===== src/rtl/fetch_stage.sv =====
`default_nettype none
// ============================================================================
// Module   : fetch_stage
// Purpose  : PC owner and instruction fetch for the 8-bit pipelined core;
//            req/ack memory handshake feeding an IF/ID register.
// Revision : 1.0 - initial release
// ============================================================================
module fetch_stage #(
    parameter int              PC_W     = 8,
    parameter int              INSTR_W  = 16,
    parameter logic [PC_W-1:0] RESET_PC = 8'h00
) (
    input  logic               clk1,
    input  logic               rst,

    output logic               imem_req,
    output logic [PC_W-1:0]    imem_addr,
    input  logic               imem_ack,
    input  logic [INSTR_W-1:0] imem_rdata,

    input  logic               stall,
    input  logic               redirect,
    input  logic [PC_W-1:0]    redirect_pc,

    output logic [INSTR_W-1:0] ifid_instr,
    output logic [PC_W-1:0]    ifid_pc1,
    output logic               ifid_valid
);

    localparam logic [1:0] c_START = 2'd0;
    localparam logic [1:0] c_FETCH = 2'd1;
    localparam logic [1:0] c_HOLD  = 2'd2;
    localparam logic [1:0] c_DROP  = 2'd3;

    logic [1:0]         r_state,      w_state;
    logic [PC_W-1:0]    r_pc,         w_pc;
    logic [PC_W-1:0]    r_tgt,        w_tgt;
    logic [INSTR_W-1:0] r_buf,        w_buf;
    logic [PC_W-1:0]    r_buf_pc1,    w_buf_pc1;
    logic [INSTR_W-1:0] r_ifid_instr, w_ifid_instr;
    logic [PC_W-1:0]    r_ifid_pc1,   w_ifid_pc1;
    logic               r_ifid_valid, w_ifid_valid;
    logic [PC_W-1:0]    w_pc_inc;

    // Wraps modulo 2^PC_W by construction of the width.
    assign w_pc_inc = r_pc + PC_W'(1);

    always_comb begin
        w_state      = r_state;
        w_pc         = r_pc;
        w_tgt        = r_tgt;
        w_buf        = r_buf;
        w_buf_pc1    = r_buf_pc1;
        w_ifid_instr = r_ifid_instr;
        w_ifid_pc1   = r_ifid_pc1;
        w_ifid_valid = r_ifid_valid;

        case (r_state)
            c_START: begin
                w_state = c_FETCH;
            end

            c_FETCH: begin
                if (redirect) begin
                    w_ifid_valid = 1'b0;
                    if (imem_ack) begin
                        w_pc = redirect_pc;
                    end else begin
                        // Keep the address stable until the stale ack returns.
                        w_tgt   = redirect_pc;
                        w_state = c_DROP;
                    end
                end else if (imem_ack) begin
                    w_pc = w_pc_inc;
                    if (stall) begin
                        w_buf     = imem_rdata;
                        w_buf_pc1 = w_pc_inc;
                        w_state   = c_HOLD;
                    end else begin
                        w_ifid_instr = imem_rdata;
                        w_ifid_pc1   = w_pc_inc;
                        w_ifid_valid = 1'b1;
                    end
                end else if (!stall) begin
                    w_ifid_valid = 1'b0;
                end
            end

            c_HOLD: begin
                if (redirect) begin
                    w_pc         = redirect_pc;
                    w_ifid_valid = 1'b0;
                    w_state      = c_FETCH;
                end else if (!stall) begin
                    w_ifid_instr = r_buf;
                    w_ifid_pc1   = r_buf_pc1;
                    w_ifid_valid = 1'b1;
                    w_state      = c_FETCH;
                end
            end

            c_DROP: begin
                w_ifid_valid = 1'b0;
                if (redirect) begin
                    w_tgt = redirect_pc;
                end
                if (imem_ack) begin
                    w_pc    = redirect ? redirect_pc : r_tgt;
                    w_state = c_FETCH;
                end
            end

            default: begin
                w_state = c_START;
            end
        endcase
    end

    always_ff @(posedge clk1 or posedge rst) begin
        if (rst) begin
            r_state      <= c_START;
            r_pc         <= RESET_PC;
            r_tgt        <= '0;
            r_buf        <= '0;
            r_buf_pc1    <= '0;
            r_ifid_instr <= '0;
            r_ifid_pc1   <= '0;
            r_ifid_valid <= 1'b0;
        end else begin
            r_state      <= w_state;
            r_pc         <= w_pc;
            r_tgt        <= w_tgt;
            r_buf        <= w_buf;
            r_buf_pc1    <= w_buf_pc1;
            r_ifid_instr <= w_ifid_instr;
            r_ifid_pc1   <= w_ifid_pc1;
            r_ifid_valid <= w_ifid_valid;
        end
    end

    assign imem_req   = (r_state == c_FETCH) || (r_state == c_DROP);
    assign imem_addr  = r_pc;
    assign ifid_instr = r_ifid_instr;
    assign ifid_pc1   = r_ifid_pc1;
    assign ifid_valid = r_ifid_valid;

endmodule
`default_nettype wire

===== config.mk =====
export PLATFORM = sky130hd
export DESIGN_NAME = fetch_stage
export DESIGN_NICKNAME = d
export VERILOG_FILES = /design/src/rtl/fetch_stage.sv
export SDC_FILE = /design/constraint.sdc
export NUM_CORES = 1
export LEC_CHECK = 0
export BUFFER_PORTS_ARGS = -buffer_cell sky130_fd_sc_hd__buf_2
export CAP_MARGIN = 20
export CORE_MARGIN = 2
export CORE_UTILIZATION = 55
export DETAILED_ROUTE_END_ITERATION = 8
export MAX_ROUTING_LAYER = met4
export PLACE_DENSITY = 0.79
export SYNTH_ARGS = -nofsm -noshare
export SYNTH_HDL_FRONTEND = slang
export SYNTH_SLANG_ARGS = --single-unit

===== constraint.sdc =====
create_clock -name clk1 -period 2.75 [get_ports clk1]
set_input_delay 0.4125 -clock clk1 [delete_from_list [all_inputs] [get_ports clk1]]
set_output_delay 0.4125 -clock clk1 [all_outputs]
set_load 0.03 [all_outputs]

# Word-level counts from Yosys, hierarchy flattened
# Index checks and enable logic that the tools add are counted.
classes:
  add_sub_neg: 1
  multipliers: 0
  div: 0
  magnitude_cmp: 0
  eq_ne: 17
  shift: 0
  mux: 36
  bitwise: 1
  reduce_logical: 11
ops:
  columns: ["cell", "count"]
  rows:
  - ["2-to-1 mux 8 bit", 13]
  - ["2-to-1 mux 16 bit", 5]
  - ["one-hot mux 16 bit (2 select lines)", 1]
  - ["one-hot mux 8 bit (2 select lines)", 2]
  - ["one-hot mux 8 bit (3 select lines)", 1]
  - ["!= test 2 bit, second input constant", 9]
  - ["2-to-1 mux 2 bit", 7]
  - ["!= test 3 bit, second input constant", 4]
  - ["adder 8 x 1 -> 8 bit, second input constant", 1]
  - ["one-hot mux 2 bit (4 select lines)", 1]
  - ["AND reduction 4 bit", 2]
  - ["AND reduction 6 bit", 1]
  - ["2-to-1 mux 1 bit", 5]
  - ["AND reduction 5 bit", 1]
  - ["== test 2 bit, second input constant", 2]
  - ["!= test 4 bit, second input constant", 1]
  - ["nonzero test 2 bit", 2]
  - ["one-hot mux 1 bit (3 select lines)", 1]
  - ["AND reduction 3 bit", 1]
  - ["nonzero test 3 bit", 1]
  - ["== test 2 x 1 -> 1 bit, second input constant", 1]
  - ["zero test 2 bit", 1]
  - ["AND reduction 2 bit", 1]
  - ["logical OR 1 bit", 1]
  - ["NOT 1 bit", 1]
totals:
  register_bits: 67
  latchBits: 0
  ramBits: 0
  mem_bits_ro: 0
  out_inout_bits: 34
  word_cells: 74
  memories: 0

# Logic depth before layout (Yosys ltp)
# Gate-level depths: netlist of the first run.
depth:
  ltp_word: 5
  mapped_depth: 7
  mapped_depth_nobuf: 5

# Worst setup path before layout of the first run
# OpenSTA, ideal clock, no wires.
synth_path:
  kind: "register to register"
  startpoint: "reg r_pc[0] (netlist: imem_addr[0])"
  endpoint: "reg r_pc[4] (netlist: imem_addr[4])"
  arrival_time_ns: 1.522
  required_ns: 2.626
  setup_slack_ns: 1.104
  path_stages_with_launch: 6
  path_buffers: 0
  synth_period_minus_slack_ns: 1.646
  cell_sequence: "dfrtp_1 -> ha_1 -> nand3_1 -> xnor2_1 -> a22o_1 -> a211o_1"
synth_between:
  elab_chain_len: 4
synth_rtl:
  columns: ["item", "line", "rtl"]
  rows:
  - ["start, declared", "36", "logic [PC_W-1:0] r_pc, w_pc;"]
  - ["start signal, assigned", "131", "r_pc <= w_pc;"]
  - ["adder 8 x 1 -> 8 bit", "46", "assign w_pc_inc = r_pc + PC_W'(1);"]
  - ["2-to-1 mux 8 bit", "73", "end else if (imem_ack) begin"]
  - ["2-to-1 mux 8 bit", "64", "if (redirect) begin"]
  - ["one-hot mux 8 bit (3 select lines)", "58", "case (r_state)"]
# No other way between the ends. The select of a mux whose other input is x is not followed.
# A chain may end at the register's enable or synchronous reset.

# Worst setup path in the final report of the first run
layout_path:
  startpoint: "reg r_state[1]"
  endpoint: "reg r_ifid_pc1[3] (netlist: ifid_pc1[3])"
layout_between:
  elab_chain_len: 3
  elab_cells_between_ends: 10
  cone_classes: "eq/ne: 7; mux: 1; reduce/logical: 2"
layout_rtl:
  columns: ["item", "line", "rtl"]
  rows:
  - ["start, declared", "35", "logic [1:0] r_state, w_state;"]
  - ["start signal, assigned", "121", "r_state <= c_START;"]
  - ["start signal, assigned", "130", "r_state <= w_state;"]
  - ["== test 2 bit / == test 2 x 1 -> 1 bit (equally long branches)", "58", null]
  - ["!= test 2 bit (no line) / nonzero test 2 bit (equally long branches)", null, null]
  - ["AND reduction 6 bit (no line)", null, null]
  - ["end signal, assigned", "136", "r_ifid_pc1 <= w_ifid_pc1;"]
  - ["end, declared", "41", "logic [PC_W-1:0] r_ifid_pc1, w_ifid_pc1;"]
# Several ways; a longest one is shown, not always the timed one.

==> results.ini, run 1 <==
[timing]
finalClockSkew_ns = 0.005788
tightest_slew_ns = 0.6323
rsz0062_at_grt = false
finalSetupTns_ns = 0
final.period_utilization_pct = 79.38
timing.slew.headroom_pct = 57.84
fmax_mhz = 458.1
setup_viol = 0
slew_viol_final = 0
layout_min_cycle_time_ns = 2.183
fin_ws_ns = 0.5670
hold_viol_final = 0

[worst_hold_path]
hold_path_class = in -> async

[floorplanning]
fp.dieW_um = 80.84
die_y_um = 80.84
rows = 27
dieArea_mm2 = 0.006534
io_pins = 63
core-area_mm2 = 0.005608
start_util_pct = 57.90

[pwr]
vdd_drop_max_uv = 539.1
p_total_mw = 3.340
total_leakage_power_nw = 1.875
p_per_area_mw_per_mm2 = 877.6

[logic_synthesis]
ys_top_cells_by_count = dfrtp_1 (67), nand2_1 (30), mux2_2 (28)
synth_area_leaders = dfrtp_1 (52%), mux2_2 (9.7%), mux2i_1 (6.5%)
synth_area_per_cell_um2 = 10.93
yosysMostFrequentCell = dfrtp_1
syn_inst = 297
netlist_area_mm2 = 0.003247
ys_types = 48
syn-num-nets = 327
synth_edf_count = 0
seq_area_frac_synth_pct = 51.64
synth_top_cell_by_area = dfrtp_1
async_flop_share_pct = 100.0
synth_ff_type = dfrtp_1
yosys_warnings = 0
synth_top_cell_area_share_pct = 51.64
ys_ff_latch = 67

[setup_path]
ff2ff_path_depth = 5
r2r_end = ifid_pc1[3]$_DFFE_PP0P_
critical_path_required_ns = 3.01
crit_arrival_ns = 2.44
critPathMaxFanout = 28
cp_slowest_stage_delay_ns = 0.75
crit_chain = nand3b_2 -> a211o_1 -> buf_4 -> nand2_1 -> o21ai_1
crit_slowest_cell = dfrtp_1
cp_top_family = flip-flops
crit_buf_inv = 1
ff2ff_setup_slack_ns = 0.57
rr_startpoint = r_state[1]$_DFFE_PP0P_
critical_path_class = reg -> reg
critPathCaptureType = flip-flop
start_kind = flip-flop

[cts]
clockRootBuffer = clkbuf_8
ctsHoldBuffers = 0
ctsResizeCount = 0
cts_tree = yes
h-tree-depth = 3
cts_num_sinks = 67
post-cts-setup-buffer-count = 0
cts_buffer_depth = 2
cts_buffers = 9
clkSlewWorstSetupHoldPaths_ns = 0.08
clk_latency_ns = 0.34

[run_status]
status = completed

[route]
post_drt_via_cell_ratio = 5.626
routed_wl_mm = 6.641
vias = 2436
firstDrtPassIters = 4
avgRoutedWirePerCell_um = 15.34
drt_first_iter_violations = 143
antenna_left = 0
drc_errors = 0

[place]
hpwl_mm = 4.594
gp_congestion = 0.8609
port_buffers = 62
dp_slack_ns = 0.5802

[grt]
antenna_found_initial = 0
groute.usage.overall_pct = 22.25
grt_pass1_vias = 2286
overflow = 0
grt_first_pass_wirelength_mm = 10.57
grt_max_degree = 29

[final_layout]
antenna_cells = 0
drive_gt1_share_pct = 33.80
layout.nets = 386
area_growth_pct = 17.23
n_fill_cell = 447

[run]
maxCapViolCount = 0

[cells by family (layout without fill, tap and decap cells)]
family	Yosys count	in the layout	synth area share (%)
AOI/OAI and AO/OA	72	72	14.18
xor gates and xnor gates	6	6	1.618
adders and majority gates	1	1	0.3853
buffers and inverters	29	93	4.932
DFF	67	67	51.64
muxes	49	49	16.18
and+or+nand+nor	73	73	11.06
[power breakdown]
group          internal (mW)  total [mW]  switching (mW)
Sequential              1.26        1.45           0.196
Combinational          0.380       0.970           0.590
Clock                  0.535       0.918           0.383
[cell type report]
class | instances | area [um2] | area share, %
timing repair buffer | 70 | 370.4 | 9.730
sequential | 67 | 1677 | 44.05
clock buffer | 10 | 137.6 | 3.616
clock inverter | 6 | 88.84 | 2.334
multi-input combinational | 201 | 1416 | 37.21
tap | 72 | 90.09 | 2.367
inverter | 7 | 26.28 | 0.6903
[metal layers]
layer	vias up	wire, um	GRT usage [%]
li1	1172	-	-
met1	1173	3016	26.85
met2	75	3164	35.45
met3	16	324	5.111
met4	0	136	10.68
met5	-	0	-
[worst reg2reg max path: stages, from the launching register on]
cell and delay [ns]:
dfrtp_1 0.75, nand3b_2 0.29, a211o_1 0.51, buf_4 0.38, nand2_1 0.10, o21ai_1 0.08
[per-stage QoR]
stage               std cells  area [um2]  utilization, %  hold WS, ns
CTS                       433        3806           67.87      0.07408
global route              433        3806           67.87       0.1038
global placement          417        3580           63.83       0.4477
detailed placement        417        3580           63.83       0.4573
finish                    433        3806           67.87      0.07607
floorplan                 297        3247               -       0.4706
[flip-flops by register name, indices dropped and copies added, names as in the netlist]
register / flops
r_tgt: 8
r_state: 2
ifid_instr: 16
r_buf_pc1: 8
r_buf: 16
imem_addr: 8
ifid_pc1: 8
ifid_valid: 1
[cells in the final DEF (no fill, tap or decap), drive strengths merged, types with 6 or more instances in the layout]
cell type,synthesis,layout
mux2i,21,21
inv,7,7
a21oi,14,14
nand3,8,8
nor2,12,12
nand2,31,31
mux2,28,28
dfrtp,67,67
nand2b,6,6
o21ai,32,32
xnor2,6,6
buf,22,70
clkbuf,0,10
[worst max-delay path by stage]
stage | from | end | slack, ns | depth (start not counted)
after global routing | r_state[1]$_DFFE_PP0P_ | ifid_instr[15]$_DFFE_PP0P_ | 0.39 | 5
after floorplan | rst | ifid_instr[0]$_DFFE_PP0P_ | 0.65 | 1
final | r_state[1]$_DFFE_PP0P_ | ifid_pc1[3]$_DFFE_PP0P_ | 0.57 | 5
after detailed placement | r_state[1]$_DFFE_PP0P_ | ifid_instr[15]$_DFFE_PP0P_ | 0.58 | 4
after CTS | r_state[1]$_DFFE_PP0P_ | ifid_instr[15]$_DFFE_PP0P_ | 0.57 | 5
after global placement | r_state[1]$_DFFE_PP0P_ | ifid_instr[1]$_DFFE_PP0P_ | 0.68 | 5
Note: power is estimated with default switching activity, not from simulation.
==> run 2: changes to the inputs <==
- ABC_AREA: unset -> 1
- CORE_UTILIZATION: 55 -> 50
- PLACE_DENSITY: 0.79 -> 0.76
- clock period: 2.75 -> 1.9 ns (I/O delays scaled with it)
==> run 2 against run 1 <==
Cell count rose by 32%. Critical path depth rose by 3. Via count rose by 21%. Area after synthesis rose by 0.73%. Largest cell class unchanged. Flip-flop and latch count did not move.
==> results.ini, run 2 <==
[timing]
finalClockSkew_ns = 0.01004  ; was 0.005788 ns
layout_min_cycle_time_ns = 1.654  ; was 2.183 ns
finalSetupTns_ns = 0  ; unchanged
slew_viol_final = 0  ; unchanged
fin_ws_ns = 0.2456  ; was 0.5670 ns
timing.slew.headroom_pct = 64.13  ; was 57.84%
tightest_slew_ns = 0.5363  ; was 0.6323 ns
setup_viol = 0  ; unchanged
rsz0062_at_grt = false  ; unchanged
fmax_mhz = 604.5  ; was 458.1 MHz
hold_viol_final = 0  ; unchanged
final.period_utilization_pct = 87.07  ; was 79.38%

[final_layout]
n_fill_cell = 531  ; was 447
layout_common_cells = nand2_1 (171), dfrtp_1 (67), buf_2 (62), nor2_1 (39), o21ai_0 (28)  ; was dfrtp_1 (67), buf_2 (62), nand2_1 (30), mux2_2 (28), o21ai_1 (24)
antenna_cells = 0  ; unchanged
drive_gt1_share_pct = 21.05  ; was 33.80%
final_common_cell = nand2_1  ; was dfrtp_1
layout.cells.non_filler = 571  ; was 433
area_growth_pct = 19.55  ; was 17.23%
final_cell_area_mm2 = 0.003910  ; was 0.003806 mm2
layout.nets = 519  ; was 386

[cts]
ctsHoldBuffers = 1  ; was 0
clockRootBuffer = clkbuf_8  ; unchanged
ctsResizeCount = 0  ; unchanged
clk_latency_ns = 0.35  ; was 0.34 ns
cts_buffers = 9  ; unchanged
clkSlewWorstSetupHoldPaths_ns = 0.08  ; about the same
cts_tree = yes  ; unchanged
post-cts-setup-buffer-count = 0  ; unchanged
cts_num_sinks = 67  ; unchanged
h-tree-depth = 3  ; unchanged
cts_buffer_depth = 2  ; unchanged

[route]
avgRoutedWirePerCell_um = 12.77  ; was 15.34 um
routed_wl_mm = 7.292  ; was 6.641 mm
vias = 2951  ; was 2436
top_layer = met4  ; unchanged
post_drt_via_cell_ratio = 5.168  ; was 5.626
wl_met2_mm = 3.514  ; was 3.164 mm
drt_first_iter_violations = 201  ; was 143
wl_met1_mm = 3.273  ; was 3.016 mm
drc_errors = 0  ; unchanged
antenna_left = 0  ; unchanged
wl_met3_um = 409  ; was 324 um
firstDrtPassIters = 4  ; unchanged

[setup_path]
crit_chain = inv_2 -> nand2_4 -> nand2_1 -> nand2_1 -> nor2_4 -> buf_12 -> nor2_1 -> a31oi_1  ; was nand3b_2 -> a211o_1 -> buf_4 -> nand2_1 -> o21ai_1
rr_startpoint = r_state[1]$_DFFE_PP0P_  ; unchanged
crit_slowest_cell = dfrtp_1  ; unchanged
r2r_end = ifid_instr[10]$_DFFE_PP0P_  ; was ifid_pc1[3]$_DFFE_PP0P_
start_kind = flip-flop  ; unchanged
ff2ff_setup_slack_ns = 0.25  ; was 0.57 ns
cp-startpoint = r_state[1]$_DFFE_PP0P_  ; unchanged
cpMostUsedCell = nand2_1
critPathMaxFanout = 32  ; was 28
crit_end = ifid_instr[10]$_DFFE_PP0P_  ; was ifid_pc1[3]$_DFFE_PP0P_
critical_path_required_ns = 2.16  ; was 3.01 ns
ff2ff_path_depth = 8  ; was 5
crit_arrival_ns = 1.92  ; was 2.44 ns
critical_path_class = reg -> reg  ; unchanged
critPathCaptureType = flip-flop  ; unchanged
cp_slowest_stage_delay_ns = 0.47  ; was 0.75 ns

[logic_synthesis]
seq_area_frac_synth_pct = 51.26  ; was 51.64%
async_flop_share_pct = 100.0  ; unchanged
ys_ff_latch = 67  ; unchanged
ys_top_cells_by_count = nand2_1 (171), dfrtp_1 (67), nor2_1 (39)  ; was dfrtp_1 (67), nand2_1 (30), mux2_2 (28)
synth_edf_count = 0  ; unchanged
syn_inst = 422  ; was 297
yosys_warnings = 0  ; unchanged
synth_top_cell_area_share_pct = 51.26  ; was 51.64%
synth_ff_type = dfrtp_1  ; unchanged
synth_area_per_cell_um2 = 7.750  ; was 10.93 um2
yosysMostFrequentCell = nand2_1  ; was dfrtp_1
synth_top_cell_by_area = dfrtp_1  ; unchanged
synth_area_leaders = dfrtp_1 (51%), nand2_1 (20%), nor2_1 (4.5%)  ; was dfrtp_1 (52%), mux2_2 (9.7%), mux2i_1 (6.5%)
ys_types = 26  ; was 48
syn-num-nets = 452  ; was 327
netlist_area_mm2 = 0.003271  ; was 0.003247 mm2

[floorplanning]
dieArea_mm2 = 0.007205  ; was 0.006534 mm2
die_y_um = 84.88  ; was 80.84 um
start_util_pct = 51.51  ; was 57.90%
fp.dieW_um = 84.88  ; was 80.84 um
rows = 29  ; was 27
io_pins = 63  ; unchanged
core-area_mm2 = 0.006350  ; was 0.005608 mm2

[pwr]
total_leakage_power_nw = 1.973  ; was 1.875 nW
p_switching_mw = 2.546  ; was 1.170 mW
combPwrFrac_pct = 39.8  ; was 29.0%
vdd_drop_max_uv = 875.4  ; was 539.1 uV
p_total_mw = 5.986  ; was 3.340 mW
power_frac_seq_pct = 40.5  ; was 43.5%
p_per_area_mw_per_mm2 = 1531  ; was 877.6 mW/mm2
power_frac_clock_pct = 19.7  ; was 27.5%
intPower_mw = 3.440  ; was 2.171 mW
swShare_pct = 42.53  ; was 35.01%

[place]
gp_congestion = 0.8779  ; was 0.8609
place_inst = 554  ; was 417
dp_slack_ns = 0.2462  ; was 0.5802 ns
port_buffers = 62  ; unchanged
hpwl_mm = 5.413  ; was 4.594 mm
place_area_mm2 = 0.003697  ; was 0.003580 mm2

[run]
maxCapViolCount = 0  ; unchanged

[grt]
grt_max_degree = 38  ; was 29
grt_first_pass_wirelength_mm = 12.43  ; was 10.57 mm
antenna_found_initial = 0  ; unchanged
overflow = 0  ; unchanged
grt_pass1_vias = 2769  ; was 2286
groute.usage.overall_pct = 22.27  ; was 22.25%

[run_status]
status = completed  ; unchanged

[worst_hold_path]
hold_path_class = in -> reg  ; was in -> async

run 2: cell types whose count changed after synthesis, moves of 6 or more:
cell      change
a31oi_1      +22
buf_2         -7
inv_1         +9
mux2_2       -28
mux2i_1      -21
nand2_1     +141
nand2b_1      -6
nor2_1       +27
o21ai_0      +20
o21ai_1      -15
run 2: routing by layer:
layer	up-vias	track usage [%]
li1	1503	-
met1	1354	27.89
met2	84	35.72
met3	10	5.156
met4	0	7.937
met5	-	-
run 2: power by group through the flow:
stage | Combinational (mW) | Sequential, mW | Clock, mW
5_1_grt | 2.64 | 2.50 | 1.26
4_1_cts | 2.40 | 2.43 | 1.20
3_5_place_dp | 2.39 | 2.45 | 0
3_3_place_gp | 2.34 | 2.43 | 0
2_1_floorplan | 1.10 | 3.04 | 0
6_report | 2.38 | 2.42 | 1.18
run 2: kinds of logic after synthesis:
family,Yosys count,share of synthesized area [%]
AOI/OAI and AO/OA,83,14.27
xor gates and xnor gates,2,0.5357
adders and majority gates,1,0.3825
buffers and inverters,41,5.662
DFF,67,51.26
and+or+nand+nor,228,27.89
run 2: how the worst min path moves through the flow:
stage	startpoint	end	slack, ns	depth (start not counted)
after floorplan	imem_rdata[0]	r_buf[0]$_DFFE_PP0P_	0.39	2
after global placement	rst	ifid_pc1[7]$_DFFE_PP0P_	0.34	2
after detailed placement	rst	r_buf_pc1[6]$_DFFE_PP0P_	0.34	2
after CTS	imem_rdata[6]	r_buf[6]$_DFFE_PP0P_	0.13	3
after global routing	imem_rdata[6]	r_buf[6]$_DFFE_PP0P_	0.14	3
final	imem_rdata[6]	r_buf[6]$_DFFE_PP0P_	0.15	3
run 2: cell type report:
class                   count  area, um2  share of cell area (%)
clock buffers               9      123.9                   3.168
clock inverters             7      78.83                   2.016
inverters                  21      82.58                   2.112
multi-input cells         314       1409                   36.03
flip-flops and latches     67       1677                   42.88
well taps                  77      96.34                   2.464
repair buffers             76      442.9                   11.33
run 2: worst max-delay path, delay by kind of cell, from the launching register on:
family / cells / cell delay [ns]
DFF: 1 / 0.47
AOI/OAI and AO/OA: 1 / 0.14
buffers and inverters: 2 / 0.43
and+or+nand+nor: 5 / 0.54
run 2: through the flow:
step	hold slack, ns	utilization [%]
global placement	0.3358	58.23
detailed placement	0.3433	58.23
CTS	0.1348	61.58
global route	0.1414	61.58
finish	0.1454	61.58
floorplan	0.3946	-
